==> src/rtl/seg_scan_ctrl.sv <==
// Time-multiplexed scan controller for an N-digit seven-segment display with a shared decoder.
// Optional leading-zero suppression is enabled by defining SEG_LEAD_ZERO_BLANK_EN.
module seg_scan_ctrl #(
  parameter int NUM_DIGITS   = 4,
  parameter int SHOW_CYCLES  = 50000,
  parameter int BLANK_CYCLES = 16
) (
  input  logic                    clk,
  input  logic                    rst,
  input  logic [4*NUM_DIGITS-1:0] value,
  input  logic [NUM_DIGITS-1:0]   dp_in,
  input  logic                    load,
  input  logic [NUM_DIGITS-1:0]   digit_en,
  output logic [3:0]              hex_out,
  input  logic [6:0]              seg_in,
  output logic [6:0]              seg_out,
  output logic                    dp_out,
  output logic [NUM_DIGITS-1:0]   an_out,
  output logic                    frame_done
);

  localparam int IDX_W   = (NUM_DIGITS > 1) ? $clog2(NUM_DIGITS) : 1;
  localparam int CNT_MAX = (SHOW_CYCLES > BLANK_CYCLES) ? SHOW_CYCLES : BLANK_CYCLES;
  localparam int CNT_W   = (CNT_MAX > 1) ? $clog2(CNT_MAX) : 1;

  localparam logic [CNT_W-1:0] SHOW_LAST  = CNT_W'(SHOW_CYCLES - 1);
  localparam logic [CNT_W-1:0] BLANK_LAST = CNT_W'(BLANK_CYCLES - 1);
  localparam logic [IDX_W-1:0] LAST_IDX   = IDX_W'(NUM_DIGITS - 1);

  localparam logic [0:0] ST_BLANK = 1'b0;
  localparam logic [0:0] ST_SHOW  = 1'b1;

  logic [0:0]              state;
  logic [IDX_W-1:0]        idx;
  logic [IDX_W-1:0]        next_idx;
  logic [CNT_W-1:0]        cnt;
  logic [4*NUM_DIGITS-1:0] active_val;
  logic [NUM_DIGITS-1:0]   active_dp;
  logic [4*NUM_DIGITS-1:0] shadow_val;
  logic [NUM_DIGITS-1:0]   shadow_dp;
  logic                    pending;

  logic [4*NUM_DIGITS-1:0] active_nxt;
  logic [NUM_DIGITS-1:0]   active_dp_nxt;
  logic                    show_end;
  logic                    boundary;
  logic                    suppress;
  logic                    lit;
  logic [6:0]              seg_lit;
  logic                    dp_lit;
  logic [NUM_DIGITS-1:0]   an_lit;

`ifdef SEG_LEAD_ZERO_BLANK_EN
  // Digit i is dark when it and every digit above it are zero; digit 0 always shows.
  function automatic logic lead_zero_dark(input logic [4*NUM_DIGITS-1:0] v,
                                          input logic [IDX_W-1:0]        i);
    logic dark;
    dark = (i != '0);
    for (int k = 0; k < NUM_DIGITS; k++) begin
      if (k >= int'(i) && v[k*4 +: 4] != 4'h0) dark = 1'b0;
    end
    return dark;
  endfunction

  assign suppress = lead_zero_dark(active_val, idx);
`else
  assign suppress = 1'b0;
`endif

  assign show_end = (state == ST_SHOW) && (cnt == SHOW_LAST);
  assign boundary = show_end && (idx == LAST_IDX);
  assign next_idx = (idx == LAST_IDX) ? '0 : idx + 1'b1;

  assign lit     = digit_en[idx] && !suppress;
  assign seg_lit = lit ? seg_in : '0;
  assign dp_lit  = lit && active_dp[idx];
  assign an_lit  = lit ? ~(NUM_DIGITS'(1) << idx) : '1;

  // A load landing on the frame boundary bypasses the shadow and commits directly.
  always_comb begin
    active_nxt    = active_val;
    active_dp_nxt = active_dp;
    if (boundary) begin
      if (load) begin
        active_nxt    = value;
        active_dp_nxt = dp_in;
      end else if (pending) begin
        active_nxt    = shadow_val;
        active_dp_nxt = shadow_dp;
      end
    end
  end

  always_ff @(posedge clk or posedge rst) begin
    if (rst) begin
      state      <= ST_BLANK;
      idx        <= '0;
      cnt        <= '0;
      active_val <= '0;
      active_dp  <= '0;
      shadow_val <= '0;
      shadow_dp  <= '0;
      pending    <= 1'b0;
      hex_out    <= 4'h0;
      seg_out    <= 7'h00;
      dp_out     <= 1'b0;
      an_out     <= '1;
      frame_done <= 1'b0;
    end else begin
      frame_done <= boundary;
      active_val <= active_nxt;
      active_dp  <= active_dp_nxt;
      if (load) begin
        shadow_val <= value;
        shadow_dp  <= dp_in;
      end
      if (boundary)  pending <= 1'b0;
      else if (load) pending <= 1'b1;

      if (state == ST_BLANK) begin
        if (cnt == BLANK_LAST) begin
          state   <= ST_SHOW;
          cnt     <= '0;
          seg_out <= seg_lit;
          dp_out  <= dp_lit;
          an_out  <= an_lit;
        end else begin
          cnt <= cnt + 1'b1;
        end
      end else begin
        if (show_end) begin
          // Present the next nibble now so the decoder settles during the gap.
          state   <= ST_BLANK;
          cnt     <= '0;
          idx     <= next_idx;
          hex_out <= active_nxt[next_idx*4 +: 4];
          seg_out <= 7'h00;
          dp_out  <= 1'b0;
          an_out  <= '1;
        end else begin
          cnt     <= cnt + 1'b1;
          seg_out <= seg_lit;
          dp_out  <= dp_lit;
          an_out  <= an_lit;
        end
      end
    end
  end

endmodule

==> config.mk <==
export PLATFORM = sky130hd
export DESIGN_NAME = seg_scan_ctrl
export DESIGN_NICKNAME = d
export VERILOG_FILES = /design/src/rtl/seg_scan_ctrl.sv
export SDC_FILE = /design/constraint.sdc
export NUM_CORES = 1
export LEC_CHECK = 0
export ABC_AREA = 1
export CAP_MARGIN = 40
export CELL_PAD_IN_SITES_DETAIL_PLACEMENT = 0
export CELL_PAD_IN_SITES_GLOBAL_PLACEMENT = 2
export CORE_ASPECT_RATIO = 0.6
export CORE_MARGIN = 8
export CORE_UTILIZATION = 35
export CTS_BUF_LIST = sky130_fd_sc_hd__clkbuf_4 sky130_fd_sc_hd__clkbuf_8 sky130_fd_sc_hd__clkbuf_16
export DETAILED_ROUTE_END_ITERATION = 12
export PLACE_DENSITY = 0.85
export SLEW_MARGIN = 0
export SYNTH_ARGS = -nofsm -noshare
export SYNTH_HDL_FRONTEND = slang
export SYNTH_SLANG_ARGS = --single-unit
export TNS_END_PERCENT = 30
==> constraint.sdc <==
create_clock -name clk -period 4.2 [get_ports clk]
set_input_delay 0.42 -clock clk [delete_from_list [all_inputs] [get_ports clk]]
set_output_delay 0.42 -clock clk [all_outputs]
set_load 0.1 [all_outputs]
# [After elaboration in Yosys (flattened, before gate mapping)]
# Index checks and enable logic that the tools add are counted.
[totals] in_bits=34 word_cells=59 out_inout_bits=17 ff_bits=77
[op_classes] addsub=2 n_bitwise=1 n_reduce_logical=8 muxes=29 eq_ne=3 order_cmp=1 shift=2
[ops] op="$mux W16" count=6
[ops] op="$mux W7" count=4
[ops] op="$mux W4" count=6
[ops] op="$add A16 B1 Y16 const B" count=1
[ops] op="$eq A16 B16 Y1 const B" count=1
[ops] op="$eq A16 B4 Y1 const B" count=1
[ops] op="$shiftx A16 B5 Y4" count=1
[ops] op="$mux W1" count=10
[ops] op="$reduce_bool A2 Y1" count=3
[ops] op="$bmux W1 S2" count=2
[ops] op="$not A4 Y4" count=1
[ops] op="$reduce_and A2 Y1" count=2
[ops] op="$shl A1 B2 Y4 const A" count=1
[ops] op="$logic_and A1 B1 Y1" count=3
[ops] op="$lt A2 B3 Y1 const B" count=1
[ops] op="$add A2 B1 Y2 const B" count=1
[ops] op="$eq A2 B2 Y1 const B" count=1
[ops] op="$mux W2" count=1

# [Logic depth before layout (Yosys ltp)]
# Gate-level depths: netlist of run 1.
[depth] word_depth=5 mapped_depth=13 ltp_nobuf=13

# [Least setup slack after synthesis of run 1]
# No wires, ideal clock.
[synth_path] path_kind="register to register" start="register cnt[0]" end="register hex_out[1]" path_stages_with_launch=13 setup_time_ps=120 t_arrival_ps=1546 t_required_ps=4080 period_less_slack_ps=1665 n_path_buf=0 setup_slack_ps=2535 cell_sequence="dfrtp_1 > ha_1 > nand2_2 > nor2_4 > nand3_1 > nor2_1 > nand3_2 > nand2_1 > nand3_1 > nand2_1 > nand2_1 > nand2_1 > nand2_1"
[synth_via] elab_chain_len=5 elab_cells_between_ends=6 cone_classes="eq/ne (1); shift (1); mux (1); reduce/logical (3)"
[synth_lines] item="start: declaration" line="36" text="logic [CNT_W-1:0] cnt;"
[synth_lines] item="start signal: assignment" line="128" text="cnt <= cnt + 1'b1;"
[synth_lines] item="start signal: assignment" line="141" text="cnt <= cnt + 1'b1;"
[synth_lines] item="$eq A16 B16 Y1 (*)" line="70" text="assign show_end = (state == ST_SHOW) && (cnt == SHOW_LAST);"
[synth_lines] item="$logic_and A1 B1 Y1 (*)" line="70"
[synth_lines] item="$logic_and A1 B1 Y1" line="71" text="assign boundary = show_end && (idx == LAST_IDX);"
[synth_lines] item="$mux W16" line="83" text="if (boundary) begin"
[synth_lines] item="$shiftx A16 B5 Y4" line="136" text="hex_out <= active_nxt[next_idx*4 +: 4];"
[synth_lines] item="end signal: assignment" line="136"
[synth_lines] item="end: declaration" line="14" text="output logic [3:0] hex_out,"
# Every way passes the cells marked *; elsewhere a longest branch is shown, timed or not.
# A chain may end at the register's enable or synchronous reset.

# [Final worst setup path of run 1]
[layout_path] start="input port load" end="register hex_out[3]"
[layout_via] elab_chain_len=3
[layout_lines] item="start: declaration" line="12" text="input logic load,"
[layout_lines] item="$mux W16" line="84" text="if (load) begin"
[layout_lines] item="$mux W16" line="83"
[layout_lines] item="$shiftx A16 B5 Y4" line="136"
# Every way passes these cells.

==> metrics.yaml, run 1 <==
run_status:
  status: "completed"
sta:
  tightest_slew_ns: 0.9626
  period_needed_ns: 2.215
  final-hold-violation-count: 0
  rsz0062_at_grt: "no"
  fin_skew_ns: 0.003847
  drv_slew: 0
  fin_crit_sh_pct: 52.74
  finalSetupViolCount: 0
  fmax_mhz: 451.4
  finalSetupTns_ns: 0
  maxSlewHeadroom_pct: 35.83
yosys:
  yosysWarnings: 0
  synth-seq-area-share_pct: 49.50
  syn_area_sq_um: 3902
  syn_inst: 497
  synth_flop_cell: "dfrtp_1"
  synth_async_sr_flop_share_pct: 100.0
  avgSynthCellArea_sq_um: 7.852
  synth_seq_cells: 77
  syn-num-nets: 536
  synth-edff-count: 0
  yosys.cell_types.count: 35
worst_setup_path:
  crit_top_cell: "nand2_1"
  crit_cells: 13
  crit_path_max_fanout: 34
  path_buf_inv: 3
  crit_required_ns: 4.42
  endpoint_kind: "flip-flop"
  r2r_cells: 8
  cp.arrival_ns: 2.44
  critPathMaxStageDelay_ns: 0.46
  worstPathCellList: "clkdlybuf4s50_1 -> buf_4 -> inv_1 -> nand2_1 -> nand2_1 -> a21boi_0 -> nand3_1 -> nand2_1 -> nand2_1 -> nand2_1 -> nand2_1 -> nand2_1 -> nand2_1"
  start_kind: "primary input"
  crit_type: "primary input to flip-flop"
  critPathSlowestCell: "clkdlybuf4s50_1"
  cp_top_family: "buffers and inverters"
grt:
  grt_overflow: 0
  grt_pass1_wl_um: 17100
  grt_max_degree: 35
  grtUsageTotal_pct: 14.22
  antenna_found_initial: 0
  grt_pass1_vias: 3220
hold_path:
  worstHoldPathType: "primary input to asynchronous set/reset pin"
power:
  p_leak_uw: 0.002493
  total_power_uw: 1625
  ir_worst_vdd_mv: 0.1823
  powerDensity_nw_per_um2: 320.6
place:
  routabilityCongestion: 0.8294
  port_buffers: 50
  place_inst: 694
  hpwl_um: 7397
  place_area_sq_um: 4806
cts:
  ctsResizeCount: 0
  cts_buffers: 9
  clockRootBuffer: "clkbuf_16"
  clkTransAtPathRegs_ns: 0.06
  cts_hold_buf: 0
  post_cts_buffers: 0
  clk_path_buf_depth: 2
  cts_tree: "built"
  clk_latency_ns: 0.34
  ctsHtreeMaxLevel: 3
  clock-sinks: 77
cells_and_area:
  area_delta_synth_final_pct: 29.88
  fill_cells: 1086
  stdcell_area_sq_um: 5069
  finalNonFillerCells: 710
  nets: 600
  drive_gt1_share_pct: 10.42
  antennaDiodeCount: 0
routing:
  ant_nets: 0
  drc: 0
  initialDrtViolationCount: 292
  routed_wl_um: 10060
  vias: 3336
  via_per_inst: 4.699
  wl_per_cell_um: 14.17
  first_pass_iters: 4
die:
  row_count: 30
  io_pins: 51
  die_w_um: 152.3
  start_util_pct: 35.24
  core_area_sq_um: 11070
  die_h_um: 97.79
  die_area_sq_um: 14900
flow_run:
  maxCapViolCount: 0
layer usage:
| metal | vias up | track usage (%) | part of all wire (%) |
|---|---|---|---|
| met4 | 0 | 3.209 | 0.77 |
| met3 | 10 | 4.056 | 4.7 |
| met1 | 1570 | 21.60 | 55 |
| li1 | 1691 | - | - |
| met2 | 65 | 19.11 | 40 |
| met5 | - | 0 | 0 |
cell type report:
cell class	count	area, sq um	share of cell area, %
inverters	72	270.3	5.332
flip-flops and latches	77	1932	38.11
well taps	144	180.2	3.555
repair buffers	70	828.3	16.34
clock inverters	6	30.03	0.5924
multi-input cells	331	1595	31.47
clock buffers	10	232.7	4.591
synth_stat cells (4+ instances only):
| library cell | n | area share (%) |
|---|---|---|
| ha_1 | 5 | 1.6 |
| nand3_1 | 41 | 5.3 |
| inv_1 | 69 | 6.6 |
| mux2_2 | 4 | 1.2 |
| nand3b_1 | 9 | 1.7 |
| dfstp_2 | 4 | 2.7 |
| nor2_1 | 41 | 3.9 |
| nand4_1 | 4 | 0.64 |
| buf_6 | 4 | 1.2 |
| buf_2 | 5 | 0.64 |
| dfrtp_1 | 73 | 47 |
| a31oi_1 | 4 | 0.64 |
| o21ai_0 | 49 | 6.3 |
| nand2_1 | 144 | 14 |
| clkbuf_1 | 6 | 0.58 |
registers in the layout, summed over array words and instances, names as in the netlist:
signal and flops:
active_dp 4, seg_out 7, state 1, idx 2, dp_out 1, pending 1
hex_out 4, shadow_val 16, frame_done 1, an_out 4, shadow_dp 4, cnt 16
active_val 16
power by group:
part | switching, uW | internal, uW | total [uW]
registers | 9.78 | 764 | 773
clock network | 302 | 400 | 702
logic | 85.9 | 63.6 | 149
total | 398 | 1230 | 1630
layout by cell type (no fill, tap or decap), types with 6 or more instances in the layout:
master	count
nor2_1	41
nand2_1	144
buf_8	13
dfrtp_1	73
clkbuf_16	9
inv_1	68
nand3b_1	9
o21ai_0	49
nand3_1	41
clkdlybuf4s50_1	50
clkinv_2	6
stage by stage:
| step | hold slack, ns | util, % | setup WS [ns] |
|---|---|---|---|
| final | 0.4191 | 45.77 | 1.985 |
| after detailed placement | 0.4546 | 43.40 | 1.612 |
| after global placement | 0.4451 | 40.64 | 1.648 |
| after global routing | 0.4659 | 45.77 | 1.602 |
| after CTS | 0.4301 | 45.77 | 1.949 |
| after floorplan | 0.4329 | - | 1.820 |
cell families (layout without fill, tap and decap cells):
| logic type | after synthesis | in the layout | share of synthesized area (%) |
|---|---|---|---|
| AO/OA/AOI/OAI | 65 | 65 | 9.170 |
| XOR/XNOR | 4 | 4 | 0.8979 |
| adder cells (fa/ha/maj) | 5 | 5 | 1.603 |
| buffers and inverters | 89 | 158 | 9.618 |
| flip-flops | 77 | 77 | 49.50 |
| multiplexers | 4 | 4 | 1.154 |
| AND/OR/NAND/NOR | 253 | 253 | 28.05 |
path summary, 6_finish.rpt:
path                         from          to  slack, ns
max                          load  hex_out[3]       1.98
min                           rst     cnt[10]       0.42
max reg2reg                idx[0]  hex_out[1]       2.05
min reg2reg                cnt[0]      cnt[0]       0.46
max in group asynchronous     rst   an_out[1]       2.97
min in group clk           cnt[0]      cnt[0]       0.46
Note: power is estimated with default switching activity, not from simulation.
==> run 2, diff against run 1 <==
--- a/config.mk
+++ b/config.mk
@@ -11,10 +11,10 @@
 export CELL_PAD_IN_SITES_GLOBAL_PLACEMENT = 2
 export CORE_ASPECT_RATIO = 0.6
 export CORE_MARGIN = 8
-export CORE_UTILIZATION = 35
+export CORE_UTILIZATION = 29
 export CTS_BUF_LIST = sky130_fd_sc_hd__clkbuf_4 sky130_fd_sc_hd__clkbuf_8 sky130_fd_sc_hd__clkbuf_16
 export DETAILED_ROUTE_END_ITERATION = 12
-export PLACE_DENSITY = 0.85
+export PLACE_DENSITY = 0.75
 export SLEW_MARGIN = 0
 export SYNTH_ARGS = -nofsm -noshare
 export SYNTH_HDL_FRONTEND = slang
==> constraint.sdc (replaced) <==
create_clock -name clk -period 1.9 [get_ports clk]
set_input_delay 0.19 -clock clk [delete_from_list [all_inputs] [get_ports clk]]
set_output_delay 0.19 -clock clk [all_outputs]
set_load 0.1 [all_outputs]
==> metrics.yaml, run 2 (synthesized netlist as in run 1, its figures left out) <==
run_status:
  status: "completed"
cts:
  clk_path_buf_depth: 2
  post_cts_buffers: 0
  ctsHtreeMaxLevel: 3
  cts_tree: "built"
  cts_buffers: 9
  clock-sinks: 77
  ctsResizeCount: 0
  clkTransAtPathRegs_ns: 0.06
  cts_hold_buf: 0
  clockRootBuffer: "clkbuf_16"
  clk_latency_ns: 0.34
sta:
  fmax_mhz: 541.2
  rsz0062_at_grt: "yes"
  period_needed_ns: 1.848
  fin_skew_ns: 0.01016
  drv_slew: 0
  final-hold-violation-count: 0
  setup_ws_ns: 0.05219
  tightest_slew_ns: 0.5329
  hold_slack_ns: 0.2164
  fin_crit_sh_pct: 97.25
  finalSetupViolCount: 0
  maxSlewHeadroom_pct: 64.15
routing:
  drc: 0
  initialDrtViolationCount: 177
  wl_per_cell_um: 13.96
  vias: 3286
  ant_nets: 0
  via_per_inst: 4.465
  routed_wl_um: 10280
  first_pass_iters: 4
worst_setup_path:
  endpoint_kind: "flip-flop"
  worstPathCellList: "nor4_1 -> nand3_2 -> a21oi_4 -> nand3_1 -> nand2_1"
  crit_path_max_fanout: 13
  crit_required_ns: 2.17
  cp.arrival_ns: 2.12
  critPathSlowestCell: "nor4_1"
  start_kind: "flip-flop"
  critPathMaxStageDelay_ns: 0.52
  crit_type: "flip-flop to flip-flop"
place:
  port_buffers: 50
  hpwl_um: 7901
  place_inst: 720
  routabilityCongestion: 0.8529
  dp_slack_ns: -0.004922
cells_and_area:
  top_regs: "active_val: 16 flops, cnt: 16 flops, shadow_val: 16 flops"
  area_delta_synth_final_pct: 27.70
  finalNonFillerCells: 736
  antennaDiodeCount: 0
  most-common-layout-cells: "nand2_1, dfrtp_1, inv_1"
  drive_gt1_share_pct: 14.31
  final_common_cell: "nand2_1"
  nets: 600
die:
  die_w_um: 165.8
  io_pins: 51
  start_util_pct: 30.08
  core_area_sq_um: 12970
  die_area_sq_um: 17550
  row_count: 32
  die_h_um: 105.9
grt:
  grt.met2_usage_pct: 16.07
  grt_pass1_wl_um: 17100
  grt_pass1_vias: 3258
  grt.met1_usage_pct: 18.09
  grt_busiest_layer: "met1"
  antenna_found_initial: 0
  gr-usage-met3_pct: 3.635
  grtUsageTotal_pct: 12.11
  grt_overflow: 0
  grt_max_degree: 37
power:
  p_leak_uw: 0.002461
  ir_worst_vdd_mv: 0.4134
  total_power_uw: 3778
  powerDensity_nw_per_um2: 758.0
hold_path:
  worstHoldPathType: "primary input to asynchronous set/reset pin"
flow_run:
  maxCapViolCount: 0
-- run 2: final timing paths --
check	to	slack (ns)	from	depth (start not counted)
worst min-delay path	cnt[10]	0.22	rst	2
worst max-delay path	seg_out[3]	0.05	cnt[8]	5
min in group clk	seg_out[0]	0.41	seg_in[0]	3
worst min register to register	cnt[0]	0.46	cnt[0]	1
worst max register to register	seg_out[3]	0.05	cnt[8]	5
max in group asynchronous	an_out[3]	1.10	rst	3
-- run 2: area by class of cell --
class                   instances  area, sq um
clock buffers                  11        246.5
fillers                      1376         7989
clock inverters                 5        57.56
flip-flops and latches         77         1932
multi-input cells             331         1615
repair buffers                 70        645.6
inverters                      72        274.0
well taps                     170        212.7
-- run 2: worst max-delay path, delay by kind of cell (launching register included) --
family | cells | cell delay (ns)
compound gates | 1 | 0.39
simple gates | 4 | 0.98
flops | 1 | 0.41
-- run 2: power by group --
| part | internal [uW] | switching [uW] |
|---|---|---|
| clock | 1070 | 684 |
| sequential | 1690 | 20.7 |
| combinational | 123 | 190 |
| total | 2880 | 895 |
-- run 2: metrics by stage --
stage               instance area (sq um)  util [%]  setup TNS, ns
finish                               4984     38.42              0
detailed placement                   4659     35.92      -0.004922
CTS                                  4964     38.26              0
global placement                     4659     35.92              0
global route                         4984     38.42        -0.6352
floorplan                            3906         -              0
-- run 2: layer usage --
metal | vias up | wire [um] | share of wire (%)
met4 | 0 | 122 | 1.2
met1 | 1507 | 5694 | 55
met2 | 75 | 3934 | 38
met3 | 10 | 525 | 5.1
met5 | - | 0 | 0
li1 | 1694 | - | -
==> run 3, diff against run 2 <==
==> constraint.sdc (replaced) <==
create_clock -name clk -period 1.63 [get_ports clk]
set_input_delay 0.163 -clock clk [delete_from_list [all_inputs] [get_ports clk]]
set_output_delay 0.163 -clock clk [all_outputs]
set_load 0.1 [all_outputs]
==> metrics.yaml, run 3 (synthesized netlist as in run 1, its figures left out) <==
die:
  row_count: 32
  io_pins: 51
  die_w_um: 165.8
  die_area_sq_um: 17550
  core_area_sq_um: 12970
  die_h_um: 105.9
  start_util_pct: 30.08
cts:
  clock-sinks: 77
  clk_path_buf_depth: 2
  cts_buffers: 9
  clkTransAtPathRegs_ns: 0.06
  clockRootBuffer: "clkbuf_16"
  ctsHtreeMaxLevel: 3
  clk_latency_ns: 0.34
  cts_tree: "built"
  cts_hold_buf: 0
worst_setup_path:
  crit_path_max_fanout: 5
  ff2ff_setup_slack_ns: -0.10
  start_kind: "flip-flop"
  crit_type: "flip-flop to flip-flop"
  timing.rr.end: "cnt[14]"
  startpoint: "cnt[0]"
  cp-endpoint: "cnt[14]"
  crit_required_ns: 1.85
  cp.arrival_ns: 1.96
  r2r_cells: 12
  r2r-start: "cnt[0]"
  endpoint_kind: "flip-flop"
power:
  ir_worst_vdd_mv: 0.5073
  powerDensity_nw_per_um2: 815.1
  total_power_uw: 4755
  p_leak_uw: 0.002823
hold_path:
  worstHoldPathType: "primary input to asynchronous set/reset pin"
sta:
  maxSlewHeadroom_pct: 76.50
  fmax_mhz: 576.8
  tightest_slew_ns: 0.3496
  drv_slew: 0
  fin_crit_sh_pct: 106.4
  fin_skew_ns: 0.01075
  rsz0062_at_grt: "yes"
  final-hold-violation-count: 0
  finalSetupTns_ns: -0.9895
  period_needed_ns: 1.734
  finalSetupViolCount: 23
  setup_ws_ns: -0.1036
routing:
  first_pass_iters: 6
  via_per_inst: 4.476
  wl_per_cell_um: 13.77
  drc: 0
  vias: 3509
  routed_wl_um: 10790
  ant_nets: 0
  initialDrtViolationCount: 198
grt:
  antenna_found_initial: 0
  grt_overflow: 0
  grt_pass1_vias: 3493
  grtUsageTotal_pct: 12.58
  grt_pass1_wl_um: 18120
  grt_max_degree: 47
cells_and_area:
  final_common_cell: "nand2_1"
  area_delta_synth_final_pct: 49.47
  top_regs: "active_val: 16 flops, cnt: 16 flops, shadow_val: 16 flops"
  antennaDiodeCount: 0
  regArea_sq_um: 1932
  most-common-layout-cells: "nand2_1, dfrtp_1, inv_1"
  multiInputGateArea_sq_um: 1803
  nets: 648
  fill_cells: 1270
  drive_gt1_share_pct: 25.90
place:
  port_buffers: 50
  hpwl_um: 8126
  routabilityCongestion: 0.8073
run_status:
  status: "complete, but fails checks"
  violations: "setup timing"
flow_run:
  maxCapViolCount: 0
run 3: worst min path at each step:
stage                  start             end  slack (ns)  cells past startpoint
2_1_floorplan       dp_in[0]    shadow_dp[0]        0.29                      2
3_3_place_gp   shadow_val[3]   shadow_val[3]        0.45                      2
3_5_place_dp   shadow_val[3]   shadow_val[3]        0.45                      2
4_1_cts                  rst  shadow_val[15]        0.12                      2
5_1_grt                  rst  shadow_val[15]        0.13                      2
6_report                 rst  shadow_val[15]        0.12                      2
run 3: layout make-up:
cell class,instances,share of cell area (%)
Sequential cell,77,33.12
Multi-Input combinational cell,331,30.91
Timing Repair Buffer,118,21.58
Inverter,72,4.698
Clock buffer,11,4.226
Tap cell,170,3.647
Clock inverter,5,1.823
run 3: per-layer routing:
layer | wire (um) | vias up | share of wire [%] | track usage, %
met5 | 0 | - | 0 | 0
met4 | 110 | 0 | 1.0 | 3.265
met3 | 443 | 11 | 4.1 | 3.264
met2 | 4406 | 67 | 41 | 17.43
met1 | 5830 | 1635 | 54 | 18.71
li1 | - | 1796 | - | -
run 3: worst max-delay path, stage by stage, from the launching register on:
cell and delay, ns:
dfrtp_1 0.37, ha_2 0.20, nand2_2 0.06, nor2_4 0.15, buf_4 0.15, nand3_4 0.08, nor2_4 0.12, nand3_4 0.09
nor2_4 0.12, buf_4 0.12, nand3_1 0.05, nand2_1 0.07, nor2_1 0.03
run 3: power by group:
part           switching [uW]  total (uW)  internal [uW]
sequential               29.6        2000           1970
clock                     797        2360           1560
combinational             224         400            176
run 3: stage by stage:
| step | area (sq um) | setup slack [ns] | util [%] | hold WS (ns) | std cells |
|---|---|---|---|---|---|
| 6_report | 5833 | -0.1036 | 44.97 | 0.1217 | 784 |
| 4_1_cts | 5709 | -0.09945 | 44.01 | 0.1159 | 781 |
| 3_3_place_gp | 5170 | -0.1642 | 39.85 | 0.4545 | 758 |
| 3_5_place_dp | 5170 | -0.2093 | 39.85 | 0.4538 | 758 |
| 5_1_grt | 5833 | -0.2055 | 44.97 | 0.1335 | 784 |
| 2_1_floorplan | 3906 | -0.03539 | - | 0.2914 | 497 |
run 3: what timing repair did:
action                                  4_1_cts  5_1_grt
endpoints found under the setup margin       42       44
pin swaps                                    12       11
setup buffers                                 7        3
gates resized for setup                      37       21
